--- src/rtl/cfg_stream_loader.sv ---
// Serial configuration chain loader: takes bitstream bytes over valid/ready,
// shifts them out LSB-first as a cfg_clk/cfg_value pair and emits exactly
// CHAIN_LEN rising edges of cfg_clk per load.
//
// state       | meaning
// ------------+----------------------------------------------------------
// S_IDLE      | no load in progress, waiting for start_i
// S_WAIT_BYTE | ready for the next bitstream byte, cfg_clk held low
// S_LOW       | cfg_clk low, current bit presented (setup phase)
// S_HIGH      | cfg_clk high, bit held (hold phase)
// S_DONE      | one-cycle completion pulse
module cfg_stream_loader #(
    parameter int CHAIN_LEN = 5,
    parameter int CLK_DIV   = 2
) (
    input  logic       clk_i,
    input  logic       rst_n_i,
    input  logic       start_i,
    input  logic [7:0] data_i,
    input  logic       data_valid_i,
    output logic       data_ready_o,
    output logic       cfg_clk_o,
    output logic       cfg_value_o,
    output logic       busy_o,
    output logic       done_o
);

    localparam int SENT_W  = $clog2(CHAIN_LEN + 1);
    localparam int PHASE_W = (CLK_DIV > 1) ? $clog2(CLK_DIV) : 1;

    localparam logic [PHASE_W-1:0] PHASE_LOAD = PHASE_W'(CLK_DIV - 1);
    localparam logic [SENT_W-1:0]  SENT_LAST  = SENT_W'(CHAIN_LEN);

    typedef enum logic [2:0] {
        S_IDLE,
        S_WAIT_BYTE,
        S_LOW,
        S_HIGH,
        S_DONE
    } state_t;

    state_t             state_q, state_d;
    logic [PHASE_W-1:0] phase_q, phase_d;
    logic [SENT_W-1:0]  sent_q, sent_d;
    logic [SENT_W-1:0]  sent_next;
    logic [2:0]         bit_idx_q, bit_idx_d;
    logic [7:0]         shreg_q, shreg_d;
    logic               ready_q, ready_d;
    logic               cfg_clk_q, cfg_clk_d;
    logic               cfg_value_q, cfg_value_d;
    logic               busy_q, busy_d;
    logic               done_q, done_d;

    // State, counters and registered outputs; async reset clears everything.
    always_ff @(posedge clk_i or negedge rst_n_i) begin
        if (!rst_n_i) begin
            state_q     <= S_IDLE;
            phase_q     <= '0;
            sent_q      <= '0;
            bit_idx_q   <= '0;
            shreg_q     <= '0;
            ready_q     <= 1'b0;
            cfg_clk_q   <= 1'b0;
            cfg_value_q <= 1'b0;
            busy_q      <= 1'b0;
            done_q      <= 1'b0;
        end else begin
            state_q     <= state_d;
            phase_q     <= phase_d;
            sent_q      <= sent_d;
            bit_idx_q   <= bit_idx_d;
            shreg_q     <= shreg_d;
            ready_q     <= ready_d;
            cfg_clk_q   <= cfg_clk_d;
            cfg_value_q <= cfg_value_d;
            busy_q      <= busy_d;
            done_q      <= done_d;
        end
    end

    // Next-state logic; outputs are decoded from the next state so they are
    // registered yet aligned with the state they describe.
    always_comb begin
        state_d     = state_q;
        phase_d     = phase_q;
        sent_d      = sent_q;
        sent_next   = sent_q;
        bit_idx_d   = bit_idx_q;
        shreg_d     = shreg_q;
        cfg_value_d = cfg_value_q;

        case (state_q)
            S_IDLE: begin
                if (start_i) begin
                    sent_d  = '0;
                    state_d = S_WAIT_BYTE;
                end
            end
            S_WAIT_BYTE: begin
                // ready_q is high throughout this state, so this is the handshake
                if (data_valid_i && ready_q) begin
                    shreg_d     = data_i;
                    bit_idx_d   = '0;
                    phase_d     = PHASE_LOAD;
                    cfg_value_d = data_i[0];
                    state_d     = S_LOW;
                end
            end
            S_LOW: begin
                if (phase_q == '0) begin
                    phase_d = PHASE_LOAD;
                    state_d = S_HIGH;
                end else begin
                    phase_d = phase_q - PHASE_W'(1);
                end
            end
            S_HIGH: begin
                if (phase_q == '0) begin
                    sent_next = (sent_q == SENT_LAST) ? sent_q : sent_q + SENT_W'(1);
                    sent_d    = sent_next;
                    if (sent_next == SENT_LAST) begin
                        state_d = S_DONE;
                    end else if (bit_idx_q == 3'd7) begin
                        state_d = S_WAIT_BYTE;
                    end else begin
                        // next bit goes out together with the falling edge
                        bit_idx_d   = bit_idx_q + 3'd1;
                        shreg_d     = shreg_q >> 1;
                        cfg_value_d = shreg_q[1];
                        phase_d     = PHASE_LOAD;
                        state_d     = S_LOW;
                    end
                end else begin
                    phase_d = phase_q - PHASE_W'(1);
                end
            end
            S_DONE: begin
                state_d = S_IDLE;
            end
            default: begin
                state_d = S_IDLE;
            end
        endcase

        ready_d   = (state_d == S_WAIT_BYTE);
        cfg_clk_d = (state_d == S_HIGH);
        busy_d    = (state_d == S_WAIT_BYTE) || (state_d == S_LOW) || (state_d == S_HIGH);
        done_d    = (state_d == S_DONE);
    end

    assign data_ready_o = ready_q;
    assign cfg_clk_o    = cfg_clk_q;
    assign cfg_value_o  = cfg_value_q;
    assign busy_o       = busy_q;
    assign done_o       = done_q;

endmodule
--- config.mk ---
export PLATFORM = sky130hd
export DESIGN_NAME = cfg_stream_loader
export DESIGN_NICKNAME = d
export VERILOG_FILES = /design/src/rtl/cfg_stream_loader.sv
export SDC_FILE = /design/constraint.sdc
export NUM_CORES = 1
export LEC_CHECK = 0
export ABC_CLOCK_PERIOD_IN_PS = 3310
export BUFFER_PORTS_ARGS = -buffer_cell sky130_fd_sc_hd__buf_2
export CORE_ASPECT_RATIO = 1.2
export CORE_MARGIN = 3
export CORE_UTILIZATION = 58
export CTS_BUF_LIST = sky130_fd_sc_hd__clkbuf_8 sky130_fd_sc_hd__clkbuf_16
export CTS_CLUSTER_SIZE = 30
export DETAILED_ROUTE_END_ITERATION = 8
export PLACE_DENSITY = 0.91
export SYNTH_ARGS = -nofsm -noshare
export SYNTH_HDL_FRONTEND = slang
export SYNTH_SLANG_ARGS = --single-unit
--- constraint.sdc ---
create_clock -name clk_i -period 3.31 [get_ports clk_i]
set_clock_uncertainty 0.1 [all_clocks]
set_input_delay 0.662 -clock clk_i [delete_from_list [all_inputs] [get_ports clk_i]]
set_output_delay 0.662 -clock clk_i [all_outputs]
set_load 0.03 [all_outputs]
==> results of run 1 <==
## worst max-delay path, delay by kind of cell (launching register included)
| kind | cells | cell delay [ps] |
|---|---|---|
| AO/OA/AOI/OAI | 1 | 530 |
| multiplexers | 1 | 400 |
| adder cells (fa/ha/maj) | 2 | 390 |
| flip-flops | 1 | 360 |
| AND/OR/NAND/NOR | 1 | 80 |
## logic make-up after synthesis
| logic type | count (synthesis) | synth area share |
|---|---|---|
| flops | 22 | 0.497 |
| xor+xnor | 1 | 0.00790 |
| fa+ha+maj | 4 | 0.0451 |
| mux | 16 | 0.182 |
| compound gates | 14 | 0.0858 |
| simple gates | 28 | 0.151 |
| buf+inv | 7 | 0.0316 |
## metrics by stage
stage                     power (mW)  hold slack [ps]  setup WS (ps)  std cells  area [um^2]
final                           1.28              243           1330        128         1270
after detailed placement        1.05              387           1190        124         1190
after CTS                       1.30              265           1320        128         1270
after floorplan                0.944              266           1580         92         1110
after global routing            1.38              282           1210        128         1270
after global placement          1.02              386           1210        124         1190
## sequential cells by signal, indices dropped and copies added (netlist names)
name,count
bit_idx_q,3
busy_o,1
cfg_clk_o,1
data_ready_o,1
done_o,1
phase_q,1
sent_q,3
shreg_q,8
state_q,3
## synth_stat cells, types with 2 or more instances
cell,instances,share of area
ha_1,4,0.045
a21oi_1,5,0.023
nand2_1,5,0.017
nand2b_1,2,0.011
nor2_1,10,0.034
inv_1,5,0.017
dfrtp_1,22,0.50
mux2_4,6,0.081
mux2_2,2,0.020
a22o_1,2,0.016
nor2b_1,2,0.011
nand3_1,2,0.0090
mux2_1,7,0.071
## cell usage in the layout, fill, tap and decap left out, types with 2 or more instances in the layout
master    count
a21oi_1       5
a22o_1        2
buf_2        16
clkbuf_8      3
dfrtp_1      22
ha_1          4
inv_1         5
mux2_1        7
mux2_2        2
mux2_4        6
nand2_1       5
nand2b_1      2
nand3_1       2
nor2_1       10
nor2b_1       2
## how the worst max path moves through the flow
stage	from	end	slack (ps)
detailed placement	data_valid_i	shreg_q[4]$_DFFE_PN0P_	1190
floorplan	bit_idx_q[0]$_DFFE_PN0P_	shreg_q[0]$_DFFE_PN0P_	1580
global placement	data_valid_i	shreg_q[4]$_DFFE_PN0P_	1210
CTS	bit_idx_q[0]$_DFFE_PN0P_	shreg_q[4]$_DFFE_PN0P_	1320
finish	bit_idx_q[0]$_DFFE_PN0P_	shreg_q[4]$_DFFE_PN0P_	1330
global route	bit_idx_q[0]$_DFFE_PN0P_	shreg_q[4]$_DFFE_PN0P_	1210
## routing by layer
layer	track usage	wire, um
met1	0.214	769
met2	0.303	913
met3	0.0301	70
met4	0.0569	8
met5	0	0
## power groups by stage
stage                     registers (mW)  clock network [mW]  logic, mW
after global routing               0.506               0.258      0.615
after floorplan                    0.494                   0      0.450
after detailed placement           0.488                   0      0.560
after CTS                          0.485               0.246      0.565
after global placement             0.481                   0      0.537
final                              0.485               0.242      0.557
## final cells by class
cell class / instances / area (um^2)
sequential: 22 / 551
fill: 122 / 455
multi-input combinational: 63 / 523
timing repair buffer: 16 / 80.1
clock inverter: 1 / 30.0
clock buffer: 3 / 41.3
inverter: 5 / 18.8
tap: 18 / 22.5
==> results.txt, run 1 <==
- Core area: 0.00172 mm^2
- CTS tree: done
- Total number of clock tree sinks: 22
- Synthesis produced a netlist with a net count of 108.
* Arrival time reported for the critical path endpoint: 2020 ps
- The worst setup path is launched from a register.
- Crit-path most repeated cell: ha_1
- Maximum number of pins on one net before global-route repair: 23
* Time the final worst path needs with I/O delays and setup: 1980 ps
* Ratio of total power to cell area: 1010 mW/mm^2
- The worst register-to-register path ends at shreg_q[4]$_DFFE_PN0P_.
- Number of buffers created by CTS: 3
- A synthesized cell averages 12.0 um^2.
* Die Y-Extent: 53.9 um
- For the pin with the worst max-slew slack, the measured transition is 700 ps.
* Number of buffers inserted by post-CTS setup repair: 0
- Setup repair after global routing left no endpoint under its margin.
- During placement, the flow inserted port buffers numbering 16.
- Total global-route track usage: 0.174
- The worst setup path is captured at a register.
- Final setup viols: 0
- Initial antenna violation count: 0
* Routed length per instance: 13.8 um
* Proportion of synthesized chip area in sequential cells: 0.497
- # rows: 16
- Counting flops and latches in the post-synthesis netlist gives 22.
* Count of maximum capacitance violations: 0
* Area Overhead vs Synth: 14.2%
- Number of nets in the final layout: 127
* Post-synth ARST share: 1.00
- Of the total power, registers draw 0.378.
- The first global-routing pass estimated 3.09 mm of wire.
* Worst reg2reg path startpoint: bit_idx_q[0]$_DFFE_PN0P_
* Final antenna diode count: 0
- Slowest cell on the critical path: a21oi_2
- P_leak: 0.626 nW
- Post-CTS clock slew at the launch and capture registers of the worst setup and hold paths: 80 ps
- Via count of the routed design: 719
- TNS Setup: 0 ps
- Switching fraction of total power: 0.353
* Number of hold-slack violations in the final timing report: 0
- Max-Slew Margin vs Limit: 0.533
- # DRC: 0
- Net Sw Power: 0.453 mW
* Max incr delay on CP: 530 ps
- Fraction of power consumed by combinational cells: 0.434
- For this run, the detailed router's first-pass iteration total came to 4.
- Top flip-flop cell by instance count after synthesis: dfrtp_1
- Portion of total power attributed to the clock network: 0.188
* Cell-by-cell listing of the critical path: ha_1 -> ha_1 -> nor3_4 -> a21oi_2 -> mux2_2
- CTS placed an instance of clkbuf_8 at the clock tree root.
- Achievable Freq: 506 MHz
* WP data required: 3360 ps
* Initial DRC count: 8
* Final max-slew violation count: 0
- Critical path type: register to register
- Die area: 0.00247 mm^2
- After clock tree synthesis, the flow added hold-fix buffers numbering 0.
* Result of the run: completed
* Overall routed net length: 1.76 mm
* Placer Congestion: 0.796
- Cell internal power was estimated by the tool at 0.830 mW.
- Initial standard-cell utilization of the core: 0.644
* Worst-path fanout max: 11
- Number of gates given a new drive strength after cts: 0
- Portion of the clock cycle consumed by the worst path in the final layout: 0.597
- The floorplan step set the die width to 45.9 um.
- In the routed layout, each cell is associated on average with a via count of 5.62.
- Core Util, Final: 0.735
- Dpl hpwl: 1.31 mm
- Layout cell share with drive strength beyond 1: 0.300
- Source-to-sink clock delay at the later pin of the worst-skew pair: 250 ps
- Syn. warnings: 0
- In this run the remaining antenna-violating nets after routing total 0.
- Synth cell types: 31
- Number of global-route vias before repair: 718
- Hold/Removal Path Class: input port to async pin
- In this run the cell area of the synthesized design comes to 0.00111 mm^2.
* Worst voltage drop across the vdd grid: 0.561 mV
* Synth Instances: 92
* Buffer depth of the longest clock path: 2
* Maximum level of the CTS H-tree: 1
- During I/O placement, the number of pins put on the boundary was 17.
- Summed over all layers, the global routing overflow is 0.
- The synthesized design contains 0 enable-type register cells.
- Depth of the most critical reg-to-reg path: 5
- The setup check on the worst reg-to-reg path leaves a slack of 1330 ps.
(Power assumes the default switching activity.)
==> run 2, diff against run 1 <==
ABC_CLOCK_PERIOD_IN_PS = 1950   (was 3310)
CORE_UTILIZATION = 54   (was 58)
PLACE_DENSITY = 0.86   (was 0.91)
clock period = 1.95 ns   (was 3.31 ns; I/O delays follow)
==> results.txt, run 2 (synthesized netlist as in run 1, its figures left out) <==
* Critical path type: register to register
- The transition at the pin with the smallest max-transition slack came to 498 ps (-202 ps).
* Total global-route track usage: 0.194 (+0.0202)
* Count of buffer and inverter cells on the critical path: 0 (unchanged)
* Area used by sequential logic in the layout: 551 um^2 (unchanged)
- The placer congestion estimate came to 0.804 (+0.98%).
- Most flop-heavy register: shreg_q
- Final Total Pwr: 2.29 mW (+78%)
* P_leak: 0.652 nW (+4.2%)
- STA classifies the critical path startpoint as a register.
- Final max-slew violation count: 0 (unchanged)
- Number of global-route vias before repair: 819 (+14%)
- The number of cells traversed by the worst register-to-register path was 5 (unchanged).
- Die width: 47.4 um (+3.2%)
* Worst min-delay path endpoint: shreg_q[7]$_DFFE_PN0P_
- Tracing the worst setup path back leads to its startpoint at bit_idx_q[0]$_DFFE_PN0P_.
* Worst reg2reg path startpoint: bit_idx_q[0]$_DFFE_PN0P_
* Switching fraction of total power: 0.364 (+0.0109)
* DP Cell Count: 129 (+4.0%)
* Area of combinational cells with multiple inputs: 531 um^2 (+1.4%)
- RSZ-0062 raised after global routing: no
- The total CTS buffers was 3 (unchanged).
* Internal power contribution: 1.46 mW (+75%)
- The portion of total power attributed to sequential cells came to 0.346 (-0.032).
- Met1 demand-to-capacity share in global routing: 0.240 (+0.0262)
- Ratio of total power to cell area: 1740 mW/mm^2 (+72%)
- The top cell types in the final layout, fill and taps aside, are dfrtp_1 (22), buf_2 (16), nor2_1 (10).
* Kind of cell with the highest combined delay on the critical path: adder cells
- The tree is rooted in a clkbuf_8.
* Cell-by-cell listing of the critical path: ha_1 -> ha_1 -> nor3_4 -> a21oi_4 -> mux2_2
- Met3 usage: 0.0194 (-0.0107)
- Wire length of the first global-routing pass: 3.68 mm (+19%)
- The net switching power came to 0.834 mW (+84%).
* Final antenna diode count: 0 (unchanged)
- The worst hold margin was 261 ps (+17.8 ps).
- The number of nets at the end of the flow was 132 (+3.9%).
* Final global-route overflow total: 0 (unchanged)
- Post-CTS clock slew at the launch and capture registers of the worst setup and hold paths: 80 ps (about the same)
- The highest cell delay on the worst timing path came to 390 ps (-140 ps).
* Slowest cell on the critical path: a21oi_4
- The initial detailed-routing violation count is 12 (+4).
* Count of maximum capacitance violations: 0 (unchanged)
- Final ANT Viol Nets: 0 (unchanged)
* # DRC: 0 (unchanged)
* Dpl hpwl: 1.59 mm (+21%)
- The clock network power share was 0.185 (-0.003).
* Maximum number of pins on one net before global-route repair: 23 (unchanged)
* Portion of the clock cycle consumed by the worst path in the final layout: 0.949 (+0.352)
* Core area: 0.00189 mm^2 (+10%)
- Result of the run: completed
* Source-to-sink clock delay at the later pin of the worst-skew pair: 270 ps (+20 ps)
* Time the final worst path needs with I/O delays and setup: 1850 ps (-126 ps)
- The count of fill cells added during filler insertion was 139 (+14%).
- Maximum level of the CTS H-tree: 1 (unchanged)
* Max reg flops: 8 (unchanged)
* Setup slack of the worst register-to-register path: 100 ps (-1230 ps)
* Hold/Removal Path Class: input port to register
- The global routing stage identified its most utilized layer as met2.
* Routed length per instance: 15.9 um (+15%)
- The die footprint came to 0.00263 mm^2 (+6.5%).
* Avg Vias per Cell: 5.74 (+2.2%)
- Number of hold-slack violations in the final timing report: 0 (unchanged)
- The core utilization of the finished layout came to 0.695 (-0.0408).
- The combinational group share of total power is 0.469 (+0.035).
- Arrival time reported for the critical path endpoint: 1910 ps (-110 ps)
* Max-Slew Margin vs Limit: 0.668 (+0.135)
- The peak clock frequency supported by timing was 541 MHz (+6.8%).
* Critical R2R Capture: shreg_q[4]$_DFFE_PN0P_
- The chip height was 55.6 um (+3.2%).
* Crit-path most repeated cell: ha_1
- Counting instances, the worst hold path has a depth of 3.
- # rows: 17 (+1)
- CTS tree: done
- STA classifies the critical path endpoint as a register.
- Origin of the worst min-delay path: data_i[7]
- Number of iterations in the first detailed-routing pass: 4 (unchanged)
* Worst-path fanout max: 11 (unchanged)
- The peak ir drop on the vdd network is 0.999 mV (+78%).
- Via count of the routed design: 769 (+7.0%)
- Initial antenna violation count: 0 (unchanged)
* PortBufs: 16 (unchanged)
- Buffer depth of the longest clock path: 2 (unchanged)
- Layout cell share with drive strength beyond 1: 0.322 (+0.0217)
- The initial core utilization was 0.586 (-0.0583).
- WP data required: 2010 ps (-1350 ps)
- The clock net sink count is 22 (unchanged).
* Overall routed net length: 2.13 mm (+21%)
- Ports: 17 (unchanged)
- Met2 capacity usage during global routing: 0.320 (+0.0172)
* Area Overhead vs Synth: 18.6%
* Number of buffers inserted by post-CTS setup repair: 0 (unchanged)
- Final setup viols: 0 (unchanged)
- The final standard cell count with taps included and fillers excluded came to 134 (+4.7%).
* Most common library cell in the layout ignoring fill and taps: dfrtp_1
-- run 2: cell count changes in the layout (fill, tap and decap cells not counted) --
cell	previous run	this run
dlygate4sd3_1	0	1
a21oi_4	0	1
a21oi_2	1	0
buf_4	0	4
-- run 2: per-stage QoR --
step	area [um^2]	TNS, ps	setup slack, ps
4_1_cts	1320	0	108
6_report	1320	0	100
3_5_place_dp	1230	-67.8	-61.7
2_1_floorplan	1110	0	222
3_3_place_gp	1230	0	56.2
5_1_grt	1320	0	37.4
-- run 2: final cells by class --
class / instances / share of cell area
sequential: 22 / 0.419
clock buffer: 3 / 0.0314
timing repair buffer: 21 / 0.0913
clock inverter: 1 / 0.0228
tap: 19 / 0.0181
multi-input combinational: 63 / 0.403
inverter: 5 / 0.0143
-- run 2: worst max path at each step --
stage | to | slack [ps] | cells after the start
floorplan | shreg_q[0]$_DFFE_PN0P_ | 220 | 6
global placement | shreg_q[4]$_DFFE_PN0P_ | 60 | 5
detailed placement | shreg_q[4]$_DFFE_PN0P_ | -60 | 5
CTS | shreg_q[4]$_DFFE_PN0P_ | 110 | 5
global route | shreg_q[4]$_DFFE_PN0P_ | 40 | 5
finish | shreg_q[4]$_DFFE_PN0P_ | 100 | 5
-- run 2: power by group through the flow --
stage	sequential [mW]	combinational (mW)	clock, mW
after global placement	0.782	0.995	0
after detailed placement	0.799	1.06	0
after global routing	0.820	1.18	0.455
after floorplan	0.839	0.764	0
after CTS	0.793	1.08	0.431
final	0.793	1.07	0.424
-- run 2: repair_timing --
action	4_1_cts	5_1_grt
resized for setup	1	0
endpoints found under the setup margin	7	0
hold buffers	1	0
hold endpoints to repair	22	0
-- run 2: routing by layer --
metal,vias up,routed length (um),share of wire
met5,-,0,0
met4,0,50,0.024
met3,5,59,0.028
met2,21,1110,0.52
met1,377,903,0.42
li1,366,-,-
-- run 2: tightest hold or removal path: stages --
cell and delay, ps:
buf_2 100, nand2_1 50, mux2i_1 60
==> run 3, diff against run 2 <==
ABC_CLOCK_PERIOD_IN_PS = 2300   (was 1950)
CORE_UTILIZATION = 58   (was 54)
PLACE_DENSITY = 0.91   (was 0.86)
clock period = 2.3 ns   (was 1.95 ns; I/O delays follow)
==> results.txt, run 3 (synthesized netlist as in run 1, its figures left out) <==
- Result of the run: completed
- Startpoint Class: register
- The via count of the first global-routing pass is 824 (+0.61%).
* Layout cell share with drive strength beyond 1: 0.306 (-0.0154)
- The number of pins with negative max-slew slack in the final report came to 0 (unchanged).
- The wire length per cell was 15.0 um (-5.3%).
- Via count of the routed design: 749 (-2.6%)
- Kind of cell with the highest combined delay on the critical path: adder cells
* Area Overhead vs Synth: 13.4%
- The hold-fix buffer count after cts was 0 (-1).
* PortBufs: 16 (unchanged)
* Number of hold-slack violations in the final timing report: 0 (unchanged)
* Crit-path most repeated cell: ha_1
- The peak clock frequency supported by timing is 537 MHz (-0.61%).
* Met3 usage: 0.0502 (+0.0307)
* Critical path type: register to register
- The transition at the pin with the smallest max-transition slack is 619 ps (+121 ps).
- The placer congestion estimate is 0.841 (+4.7%).
- Top library cells by usage in the layout, fill and taps aside: dfrtp_1 (22), buf_2 (16), nor2_1 (10)
- The worst path buffer plus inverter count was 1 (+1).
- Number of iterations in the first detailed-routing pass: 4 (unchanged)
* Total number of clock tree sinks: 22 (unchanged)
- The number of diodes added for antenna fixing was 0 (unchanged).
- Maximum number of pins on one net before global-route repair: 23 (unchanged)
- Initial antenna violation count: 0 (unchanged)
- Avg Vias per Cell: 5.81 (+1.2%)
* Met2 capacity usage during global routing: 0.344 (+0.0241)
- The remaining global-route overflow came to 0 (unchanged).
* Portion of the clock cycle consumed by the worst path in the final layout: 0.809 (-0.139)
- The worst setup path is captured at a register.
- The count of cells resized by post-cts repair is 0 (-1).
* Number of buffers inserted by post-CTS setup repair: 0 (unchanged)
- Cell-by-cell listing of the critical path: ha_1 -> ha_1 -> nor3_4 -> a21oi_2 -> buf_4 -> mux2_4
- Die Y-Extent: 53.9 um (-3.1%)
- Dpl hpwl: 1.47 mm (-7.1%)
* Slowest cell on the critical path: dfrtp_1
* Maximum level of the CTS H-tree: 1 (unchanged)
- Counting flops per register, the top entry is shreg_q.
* Wire length of the first global-routing pass: 3.46 mm (-6.0%)
- TritonCTS built the clock tree.
- Max reg flops: 8 (unchanged)
- The floorplan die width came to 45.9 um (-3.1%).
- WP data required: 2350 ps (+340 ps)
- The post-layout minimum cycle time was 1860 ps (+11.4 ps).
- # DRC: 0 (unchanged)
- Overall routed net length: 1.94 mm (-8.8%)
- Ports: 17 (unchanged)
* Count of maximum capacitance violations: 0 (unchanged)
- Setup slack of the worst register-to-register path: 440 ps (+340 ps)
* Worst voltage drop across the vdd grid: 0.833 mV (-17%)
* Buffer depth of the longest clock path: 2 (unchanged)
* Die area: 0.00247 mm^2 (-6.1%)
- Final setup viols: 0 (unchanged)
- RSZ-0062 raised after global routing: no
* Root buffer selected by CTS: clkbuf_8
* # rows: 16 (-1)
* Worst-path fanout max: 11 (unchanged)
- Core area: 0.00172 mm^2 (-9.1%)
- Number of buffers created by CTS: 3 (unchanged)
- Leaving out fill and tap cells, the most frequent cell in the layout is dfrtp_1.
* Source-to-sink clock delay at the later pin of the worst-skew pair: 260 ps (about the same)
- Max-Slew Margin vs Limit: 0.582 (-0.0862)
- The highest cell delay on the worst timing path came to 390 ps (about the same).
- Initial standard-cell utilization of the core: 0.644 (+0.0583)
- Post-CTS clock slew at the launch and capture registers of the worst setup and hold paths: 70 ps (about the same)
- The static leakage is 0.623 nW (-4.4%).
* Initial DRC count: 11 (-1)
* Number of nets in the final layout: 128 (-3.0%)
* Met1 demand-to-capacity share in global routing: 0.219 (-0.0205)
* TNS Setup: 0 ps (unchanged)
- Core Util, Final: 0.730 (+0.0357)
* Total global-route track usage: 0.201 (+0.00702)
- Hold/Removal Path Class: input port to async pin
- The power per standard cell area came to 1430 mW/mm^2 (-18%).
- Arrival time reported for the critical path endpoint: 1910 ps (about the same)
* Most Used Layer, Global Route: met2
- Final ANT Viol Nets: 0 (unchanged)
-- run 3: cell count changes in the layout (fill, tap and decap cells not counted), sizes merged --
cell	previous run	this run
clkbuf	3	4
buf	20	17
dlygate4sd3	1	0
bufinv	1	0
-- run 3: final cells by class --
cell class / count / area (um^2)
sequential: 22 / 551
multi-input combinational: 63 / 523
fill: 127 / 464
timing repair buffer: 17 / 87.6
clock buffer: 4 / 55.1
tap: 18 / 22.5
inverter: 5 / 18.8
-- run 3: through the flow --
step / cells / power, mW / setup WS (ps) / area (um^2) / hold slack, ps
2_1_floorplan: 92 / 1.36 / 572 / 1110 / 64.4
3_3_place_gp: 125 / 1.48 / 518 / 1200 / 334
3_5_place_dp: 125 / 1.54 / 458 / 1200 / 342
4_1_cts: 129 / 1.82 / 426 / 1260 / 60.0
5_1_grt: 129 / 1.94 / 338 / 1260 / 70.8
6_report: 129 / 1.80 / 439 / 1260 / 46.6
-- run 3: worst reg2reg max path: cells and delay by family, from the launching register on --
family / cells / cell delay (ps)
AO/OA/AOI/OAI: 1 / 50
adder cells (fa/ha/maj): 2 / 430
buffers and inverters: 1 / 200
flip-flops: 1 / 390
multiplexers: 1 / 310
AND/OR/NAND/NOR: 1 / 270
-- run 3: report_power, final --
group | total [mW] | switching, mW | internal [mW]
registers | 0.704 | 0.145 | 0.559
logic | 0.826 | 0.412 | 0.415
clock network | 0.267 | 0.115 | 0.152
-- run 3: layer usage --
metal | vias up | wire [um]
met2 | 16 | 1030
li1 | 357 | -
met3 | 4 | 91
met4 | 0 | 37
met1 | 372 | 781
met5 | - | 0
-- run 3: final timing paths --
check | from | end | cells past startpoint
max | bit_idx_q[0]$_DFFE_PN0P_ | shreg_q[2]$_DFFE_PN0P_ | 6
min | rst_n_i | shreg_q[5]$_DFFE_PN0P_ | 1
min reg2reg | shreg_q[3]$_DFFE_PN0P_ | shreg_q[3]$_DFFE_PN0P_ | 1
max in group asynchronous | rst_n_i | sent_q[1]$_DFFE_PN0P_ | 1
max reg2reg | bit_idx_q[0]$_DFFE_PN0P_ | shreg_q[2]$_DFFE_PN0P_ | 6
min in group clk_i | data_i[7] | shreg_q[7]$_DFFE_PN0P_ | 3
